===== config.mk =====
export PLATFORM = sky130hd
export DESIGN_NAME = debug_input_conditioner_flat
export DESIGN_NICKNAME = d
export VERILOG_FILES = /design/src/rtl/debug_input_conditioner_if.sv /design/src/rtl/debug_input_conditioner.sv /design/src/flat_wrapper.sv
export SDC_FILE = /design/constraint.sdc
export NUM_CORES = 1
export LEC_CHECK = 0
export ABC_AREA = 0
export CORE_ASPECT_RATIO = 0.75
export CORE_MARGIN = 1
export CORE_UTILIZATION = 60
export DETAILED_ROUTE_END_ITERATION = 8
export PLACE_DENSITY_LB_ADDON = 0.05
export SYNTH_ARGS = -nofsm -noshare
export SYNTH_HDL_FRONTEND = slang
export SYNTH_HIERARCHICAL = 1
export SYNTH_SLANG_ARGS = --single-unit

===== constraint.sdc =====
create_clock -name clk -period 4.03 [get_ports clk]
set_clock_uncertainty 0.2 [all_clocks]
set_input_delay 1.209 -clock clk [delete_from_list [all_inputs] [get_ports clk]]
set_output_delay 1.209 -clock clk [all_outputs]
set_load 0.005 [all_outputs]

===== src/rtl/debug_input_conditioner_if.sv =====
// Pushbutton/switch bus between the board pins, the conditioner and the debug consumers.
// The pins drive btn_raw. The conditioner returns clean levels and one-cycle strobes.
interface debug_input_conditioner_if #(
    parameter int WIDTH = 5
);
    logic [WIDTH-1:0] btn_raw;
    logic [WIDTH-1:0] btn_level;
    logic [WIDTH-1:0] btn_rise;
    logic [WIDTH-1:0] btn_fall;
    logic [WIDTH-1:0] btn_press;
    logic [WIDTH-1:0] btn_held;

    modport master (
        output btn_raw,
        input  btn_level, btn_rise, btn_fall, btn_press, btn_held
    );

    modport slave (
        input  btn_raw,
        output btn_level, btn_rise, btn_fall, btn_press, btn_held
    );
endinterface


===== src/rtl/debug_input_conditioner.sv =====
// Per-bit synchroniser, debouncer, edge detector and optional auto-repeat for the raw board inputs.
// Each input bit is handled by its own debug_input_bit instance, so the bits never interact.
module debug_input_bit #(
    parameter int DEBOUNCE_CYCLES = 250000,
    parameter int REPEAT_EN       = 1,
    parameter int REPEAT_DELAY    = 12500000,
    parameter int REPEAT_PERIOD   = 2500000
) (
    input  logic clk,
    input  logic rst,
    input  logic raw,
    output logic level,
    output logic rise,
    output logic fall,
    output logic press,
    output logic held
);
    localparam int DW   = $clog2(DEBOUNCE_CYCLES + 1);
    localparam int RMAX = (REPEAT_DELAY > REPEAT_PERIOD) ? REPEAT_DELAY : REPEAT_PERIOD;
    localparam int RW   = $clog2(RMAX + 1);
    localparam logic [DW-1:0] DB_LAST = DW'(DEBOUNCE_CYCLES - 1);
    localparam logic [RW-1:0] RD_LAST = RW'(REPEAT_DELAY - 1);
    localparam logic [RW-1:0] RP_LAST = RW'(REPEAT_PERIOD - 1);

    typedef enum logic [1:0] {IDLE, DELAY, REPEAT} rep_state_t;

    logic          s1, s2;
    logic [DW-1:0] db_cnt;
    logic          accept, rise_ev, fall_ev;

    assign accept  = (s2 != level) && (db_cnt == DB_LAST);
    assign rise_ev = accept & s2;
    assign fall_ev = accept & ~s2;

    always_ff @(posedge clk) begin
        if (rst) begin
            s1     <= 1'b0;
            s2     <= 1'b0;
            db_cnt <= '0;
            level  <= 1'b0;
            rise   <= 1'b0;
            fall   <= 1'b0;
        end else begin
            s1   <= raw;
            s2   <= s1;
            rise <= rise_ev;
            fall <= fall_ev;
            if (s2 == level) begin
                db_cnt <= '0;
            end else if (accept) begin
                level  <= s2;
                db_cnt <= '0;
            end else begin
                db_cnt <= db_cnt + 1'b1;
            end
        end
    end

    if (REPEAT_EN != 0) begin : g_rep
        rep_state_t    state, state_nxt;
        logic [RW-1:0] cnt, cnt_nxt;
        logic          rep_ev;

        always_ff @(posedge clk) begin
            if (rst) begin
                state <= IDLE;
                cnt   <= '0;
                press <= 1'b0;
                held  <= 1'b0;
            end else begin
                state <= state_nxt;
                cnt   <= cnt_nxt;
                press <= rise_ev | rep_ev;
                held  <= (state_nxt == REPEAT);
            end
        end

        always_comb begin
            state_nxt = state;
            cnt_nxt   = cnt;
            rep_ev    = 1'b0;
            case (state)
                IDLE: begin
                    if (rise_ev) begin
                        state_nxt = DELAY;
                        cnt_nxt   = '0;
                    end
                end
                DELAY: begin
                    if (cnt == RD_LAST) begin
                        rep_ev    = 1'b1;
                        cnt_nxt   = '0;
                        state_nxt = REPEAT;
                    end else begin
                        cnt_nxt = cnt + 1'b1;
                    end
                end
                REPEAT: begin
                    if (cnt == RP_LAST) begin
                        rep_ev  = 1'b1;
                        cnt_nxt = '0;
                    end else begin
                        cnt_nxt = cnt + 1'b1;
                    end
                end
                default: state_nxt = IDLE;
            endcase
            // A release beats a repeat that is due in the same cycle.
            if (fall_ev) begin
                state_nxt = IDLE;
                cnt_nxt   = '0;
                rep_ev    = 1'b0;
            end
        end
    end else begin : g_norep
        assign press = rise;
        assign held  = 1'b0;
    end
endmodule

module debug_input_conditioner #(
    parameter int WIDTH           = 5,
    parameter int DEBOUNCE_CYCLES = 250000,
    parameter int REPEAT_EN       = 1,
    parameter int REPEAT_DELAY    = 12500000,
    parameter int REPEAT_PERIOD   = 2500000
) (
    input  logic                       clk,
    input  logic                       Rst,
    debug_input_conditioner_if.slave   bus
);
    logic [WIDTH-1:0] raw, level, rise, fall, press, held;

    assign raw           = bus.btn_raw;
    assign bus.btn_level = level;
    assign bus.btn_rise  = rise;
    assign bus.btn_fall  = fall;
    assign bus.btn_press = press;
    assign bus.btn_held  = held;

    for (genvar i = 0; i < WIDTH; i++) begin : g_bit
        debug_input_bit #(
            .DEBOUNCE_CYCLES (DEBOUNCE_CYCLES),
            .REPEAT_EN       (REPEAT_EN),
            .REPEAT_DELAY    (REPEAT_DELAY),
            .REPEAT_PERIOD   (REPEAT_PERIOD)
        ) u_bit (
            .clk   (clk),
            .rst   (Rst),
            .raw   (raw[i]),
            .level (level[i]),
            .rise  (rise[i]),
            .fall  (fall[i]),
            .press (press[i]),
            .held  (held[i])
        );
    end
endmodule


===== src/flat_wrapper.sv =====
// flat-port wrapper written by rule: the top's interface ports become plain ports
module debug_input_conditioner_flat 
#(
    parameter int WIDTH           = 5,
    parameter int DEBOUNCE_CYCLES = 250000,
    parameter int REPEAT_EN       = 1,
    parameter int REPEAT_DELAY    = 12500000,
    parameter int REPEAT_PERIOD   = 2500000
)
  (clk, Rst, bus_btn_raw, bus_btn_level, bus_btn_rise, bus_btn_fall, bus_btn_press, bus_btn_held);
  debug_input_conditioner_if #(.WIDTH(WIDTH)) bus_i ();
  input  logic clk;
  input  logic Rst;
  input wire logic [$bits(bus_i.btn_raw)-1:0] bus_btn_raw;
  output wire logic [$bits(bus_i.btn_level)-1:0] bus_btn_level;
  output wire logic [$bits(bus_i.btn_rise)-1:0] bus_btn_rise;
  output wire logic [$bits(bus_i.btn_fall)-1:0] bus_btn_fall;
  output wire logic [$bits(bus_i.btn_press)-1:0] bus_btn_press;
  output wire logic [$bits(bus_i.btn_held)-1:0] bus_btn_held;
  assign bus_i.btn_raw = bus_btn_raw;
  assign bus_btn_level = bus_i.btn_level;
  assign bus_btn_rise = bus_i.btn_rise;
  assign bus_btn_fall = bus_i.btn_fall;
  assign bus_btn_press = bus_i.btn_press;
  assign bus_btn_held = bus_i.btn_held;
  debug_input_conditioner #(.WIDTH(WIDTH), .DEBOUNCE_CYCLES(DEBOUNCE_CYCLES), .REPEAT_EN(REPEAT_EN), .REPEAT_DELAY(REPEAT_DELAY), .REPEAT_PERIOD(REPEAT_PERIOD)) u_core (.clk(clk), .Rst(Rst), .bus(bus_i));
endmodule

Word level (Yosys, flattened, before mapping):

Index checks and enable logic that the tools add are counted.

* bits in registers: 255
* output and inout port bits: 25
* logic and storage cells: 225

* add/sub/neg operators: 10
* equal/unequal tests: 45
* multiplexer cells: 60
* bitwise gates (word level): 25
* reductions and logical operators: 35

Operator list (count)
* 24-bit 2-to-1 mux: 15
* 24-bit case mux with 3 select lines: 5
* 24-bit by 1-bit adder with 24-bit output, second input constant: 5
* 24-bit by 22-bit equality test with 1-bit output, second input constant: 5
* 24-bit equality test, second input constant: 5
* 18-bit by 1-bit adder with 18-bit output, second input constant: 5
* 18-bit equality test, second input constant: 5
* 2-bit 2-to-1 mux: 15
* 2-bit case mux with 3 select lines: 5
* 2-bit equality test, second input constant: 10
* 2-bit AND reduction: 10
* 1-bit 2-to-1 mux: 15
* 3-bit nonzero test: 5
* 3-bit OR reduction: 5
* 1-bit AND: 10
* 2-bit by 1-bit equality test with 1-bit output, second input constant: 5
* 2-bit zero test: 5
* 2-bit inequality test, second input constant: 5
* 1-bit NOT: 10
* 1-bit case mux with 2 select lines: 5
* 2-bit OR reduction: 5
* 1-bit equality test: 5
* 1-bit logical AND: 5
* 1-bit inequality test: 5
* 1-bit bitwise OR: 5

Longest topological paths before layout:

* word-level depth: 7
* mapped depth: 10

Hierarchy:

Netlist, hierarchy kept.

By module, submodules not included
* debug_input_bit at u_core.g_bit[0].u_bit ...: instances 3, cells each 318, area each 2683.8 um^2, seq. area each 1021.0 um^2
* debug_input_bit at u_core.g_bit[1].u_bit: instances 1, cells each 300, area each 2580.0 um^2, seq. area each 1021.0 um^2
* debug_input_bit at u_core.g_bit[4].u_bit: instances 1, cells each 303, area each 2552.4 um^2, seq. area each 1021.0 um^2

Worst setup path after synthesis:

No wires, ideal clock.

* path kind: input to register
* start point: input port Rst
* end point: register u_core.g_bit[1].u_bit.g_rep.cnt[17]
* data arrival time: 2456 ps
* required time: 3734 ps
* slack: 1278 ps
* cell stages on the path: 6
* path through: clkbuf_1 a31oi_1 o211a_1 nand2_1 buf_2 o311ai_1

* word-level cells in the longest chain between the ends: 1

RTL lines
* start, declared: line flat_wrapper.sv:13 `input logic Rst;`
* 2-bit OR reduction (no line)
* end signal, assigned: line debug_input_conditioner.sv:72 `cnt <= cnt_nxt;`
* end, declared: line debug_input_conditioner.sv:61 `logic [RW-1:0] cnt, cnt_nxt;`

Every way passes these cells.
A chain may end at the register's enable or synchronous reset.

Final worst setup path:

* start point: input port Rst
* end point: register u_core.g_bit[3].u_bit.g_rep.cnt[12]

* word-level cells in the longest chain between the ends: 1

RTL lines (line)
* 2-bit OR reduction (no line)
* end signal, assigned: debug_input_conditioner.sv:72
* end, declared: debug_input_conditioner.sv:61

Every way passes these cells.

==> out/metrics.cfg <==
[sta]
slew_headroom_pct = 14.45
final_hold_viol_count = 0
period_minus_slack_ps = 2968
final.setup.tns_ps = 0
max_freq_mhz = 336.9
grt_setup_unrepaired = no
worst_pin_slew_ps = 1283
finalMaxSlewViolations = 0
setup_viol_count_final = 0
period_share_pct = 73.65

[drt]
initial_drt_pass_iterations = 6
routed_wire_length_per_instance_microns = 15.66
dr_total_vias = 11650
detailedRoute.firstIterationViolations = 1157
route.detailed.vias_per_inst = 6.172
antenna_violating_nets_left = 0
wl_microns = 29570
drc_errors = 0

[yosys]
yosys.area_share.xor_xnor_pct = 4.916
synthesis.nets = 1599
netlist_area_sq_um = 13180
synth_enable_flop_cells = 0
post_synthesis_share_of_cell_area_spent_on_and_or_nand_and_nor_gates_pct = 31.75
synth_compound_gate_area_share_pct = 17.08
seq_area_frac_synth_pct = 38.72
synthesis.area_per_instance_sq_um = 8.467
yosysWarningCount = 6
yosys.area_share.adder_pct = 3.322
ys_ff_latch = 255
synth.mux.area_fraction_pct = 0.07592
synth_flop_cell = dfxtp_1
synthDistinctLibCells = 79
synth_async_sr_flop_share_pct = 0
syn-instance-count = 1557
synth_top_family_by_area = simple AND/OR/NAND/NOR gates

[finish]
seq_area_sq_um = 5105
reg_top3 = u_core/g_bit.u_bit/g_rep.cnt (120), u_core/g_bit.u_bit/db_cnt (90), u_core/g_bit.u_bit/g_rep.state (10)
area_delta_synth_final_pct = 10.39
largest_reg_flops = 120
finalNonFillerCells = 1888
n_antenna_cell = 0
drive_above_1_share_pct = 7.563
num-fill-cells = 1754
fin_nets = 1623
max_flop_register = u_core/g_bit.u_bit/g_rep.cnt
multi_input_logic_area_sq_um = 7533

[run_status]
outcome = finished clean

[floorplan]
design.die.area_sq_um = 22580
row_count = 46
core_footprint_sq_um = 21350
floorplan.initialDensity_pct = 61.74
io_pins = 32
chipWidth_microns = 173.2
floorplan.die.height_microns = 130.4

[power]
cellPowerDensity_nw_per_um2 = 368.1
total_leakage_power_nw = 4.667
power.total_mw = 5.357
worst_ir_drop_vdd_uv = 313.8

[flow_run]
timing.max_cap.violations = 0

[clock_network]
hold_buffers = 0
clkTransAtPathRegs_ps = 60
cts.sinks = 255
max-clock-path-buffers = 3
cts_setup_buffers = 0
h-tree-depth = 1
worst_skew_pair.late_latency_ps = 530
post_cts_resize_count = 0
cts-root-buf = clkbuf_16
tritoncts = done
cts-buffers-inserted = 26

[global_routing]
globalRouteOverflowTotal = 0
first_global_vias = 9998
grt_antenna_before_repair = 0
grt_use_total_pct = 25.45
grt_first_pass_wirelength_microns = 48810
grt_start_max_net_pins = 25

[setup_path]
critical_path_class = in -> reg
crit_arrival_ps = 3210
critical_path_required_ps = 4270
critical_path.endpoint_type = flop
critical_path_peak_fanout = 24
crit_path_start_kind = primary input

[placed_design]
io_buffers = 31
post-place-cells = 1841
post_dp_hpwl_microns = 20490
gp_routability_congestion = 0.9430

[worst_hold_path]
min_delay_path_class = reg -> reg

==> cell usage after synthesis (18+ instances only) <==
cell type	instances	area, sq um
nand4_1	55	344.1
nor3_1	44	220.2
and3_1	37	231.5
nand3_1	140	700.7
xnor2_1	28	245.2
or3_1	25	156.4
xor2_1	46	402.9
and2_1	21	131.4
nor4_1	18	112.6
or4_1	18	135.1
nor2b_1	19	118.9
nand2_1	159	596.8
ha_1	35	437.9
inv_1	46	172.7
nor2_1	171	641.9
dfxtp_1	255	5105
o21ai_0	49	245.2
a21oi_1	66	330.3
o31ai_1	23	172.7
==> metrics by stage <==
step / util, % / hold WS (ps) / cell area, sq um / worst slack (ps)
5_1_grt: 68.16 / 261.0 / 14550 / 918.9
3_5_place_dp: 63.61 / 228.0 / 13580 / 539.0
6_report: 68.16 / 235.6 / 14550 / 1062
3_3_place_gp: 63.61 / 217.2 / 13580 / 612.2
4_1_cts: 68.16 / 240.6 / 14550 / 1049
2_1_floorplan: - / 213.8 / 13180 / 1278
==> routing by layer <==
metal / wire length [microns] / global-route usage, % / vias to the layer above
met2: 11910 / 36.65 / 391
li1: - / - / 5789
met3: 1983 / 4.572 / 41
met4: 579 / 6.195 / 0
met1: 15100 / 38.94 / 5431
met5: 0 / 0 / -
==> worst max-delay path, stage by stage <==
cell and delay, ps:
buf_2 270, a31o_2 380, a21oi_1 1000, a21oi_1 180, o21bai_1 170
==> report_power, final <==
group	internal [mW]	switching [mW]	leakage [nW]	total (mW)
registers	2.53	0.00885	2.06	2.54
clock network	1.69	0.988	0.473	2.67
logic	0.0462	0.0972	2.14	0.143
==> area by class of cell <==
type,instances,share of cell area (%)
Multi-Input combinational cell,1207,51.76
Sequential cell,255,35.08
Clock buffer,38,5.476
Timing Repair Buffer,45,2.820
Tap cell,288,2.476
Clock inverter,9,1.204
Inverter,46,1.186
==> kinds of logic (layout without fill, tap and decap cells) <==
| group | count (synthesis) | count (layout) |
|---|---|---|
| compound gates | 303 | 303 |
| xor+xnor | 74 | 74 |
| fa+ha+maj | 35 | 35 |
| buf+inv | 95 | 138 |
| flops | 255 | 255 |
| mux | 1 | 1 |
| simple gates | 794 | 794 |
==> placed cells by master, fill, tap and decap left out, types with 30 or more instances in the layout <==
cell and count:
nand4_1 55, nand2_1 159, inv_1 46, nor2_1 171, nor3_1 44, o21ai_0 49
nand3_1 140, a21oi_1 66, xor2_1 46, dfxtp_1 255, ha_1 35, and3_1 37
clkdlybuf4s50_1 30
==> final timing paths <==
kind	startpoint	to	slack (ps)	depth (start not counted)
max	Rst	u_core/g_bit[3].u_bit/g_rep.cnt[12]$_SDFFE_PP0P_	1060	5
min	u_core/g_bit[2].u_bit/s1$_SDFF_PP0_	u_core/g_bit[2].u_bit/s2$_SDFF_PP0_	240	1
min reg2reg	u_core/g_bit[2].u_bit/s1$_SDFF_PP0_	u_core/g_bit[2].u_bit/s2$_SDFF_PP0_	240	1
max reg2reg	u_core/g_bit[4].u_bit/g_rep.cnt[14]$_SDFFE_PP0P_	u_core/g_bit[4].u_bit/g_rep.cnt[11]$_SDFFE_PP0P_	1120	7
(Power assumes the default switching activity.)
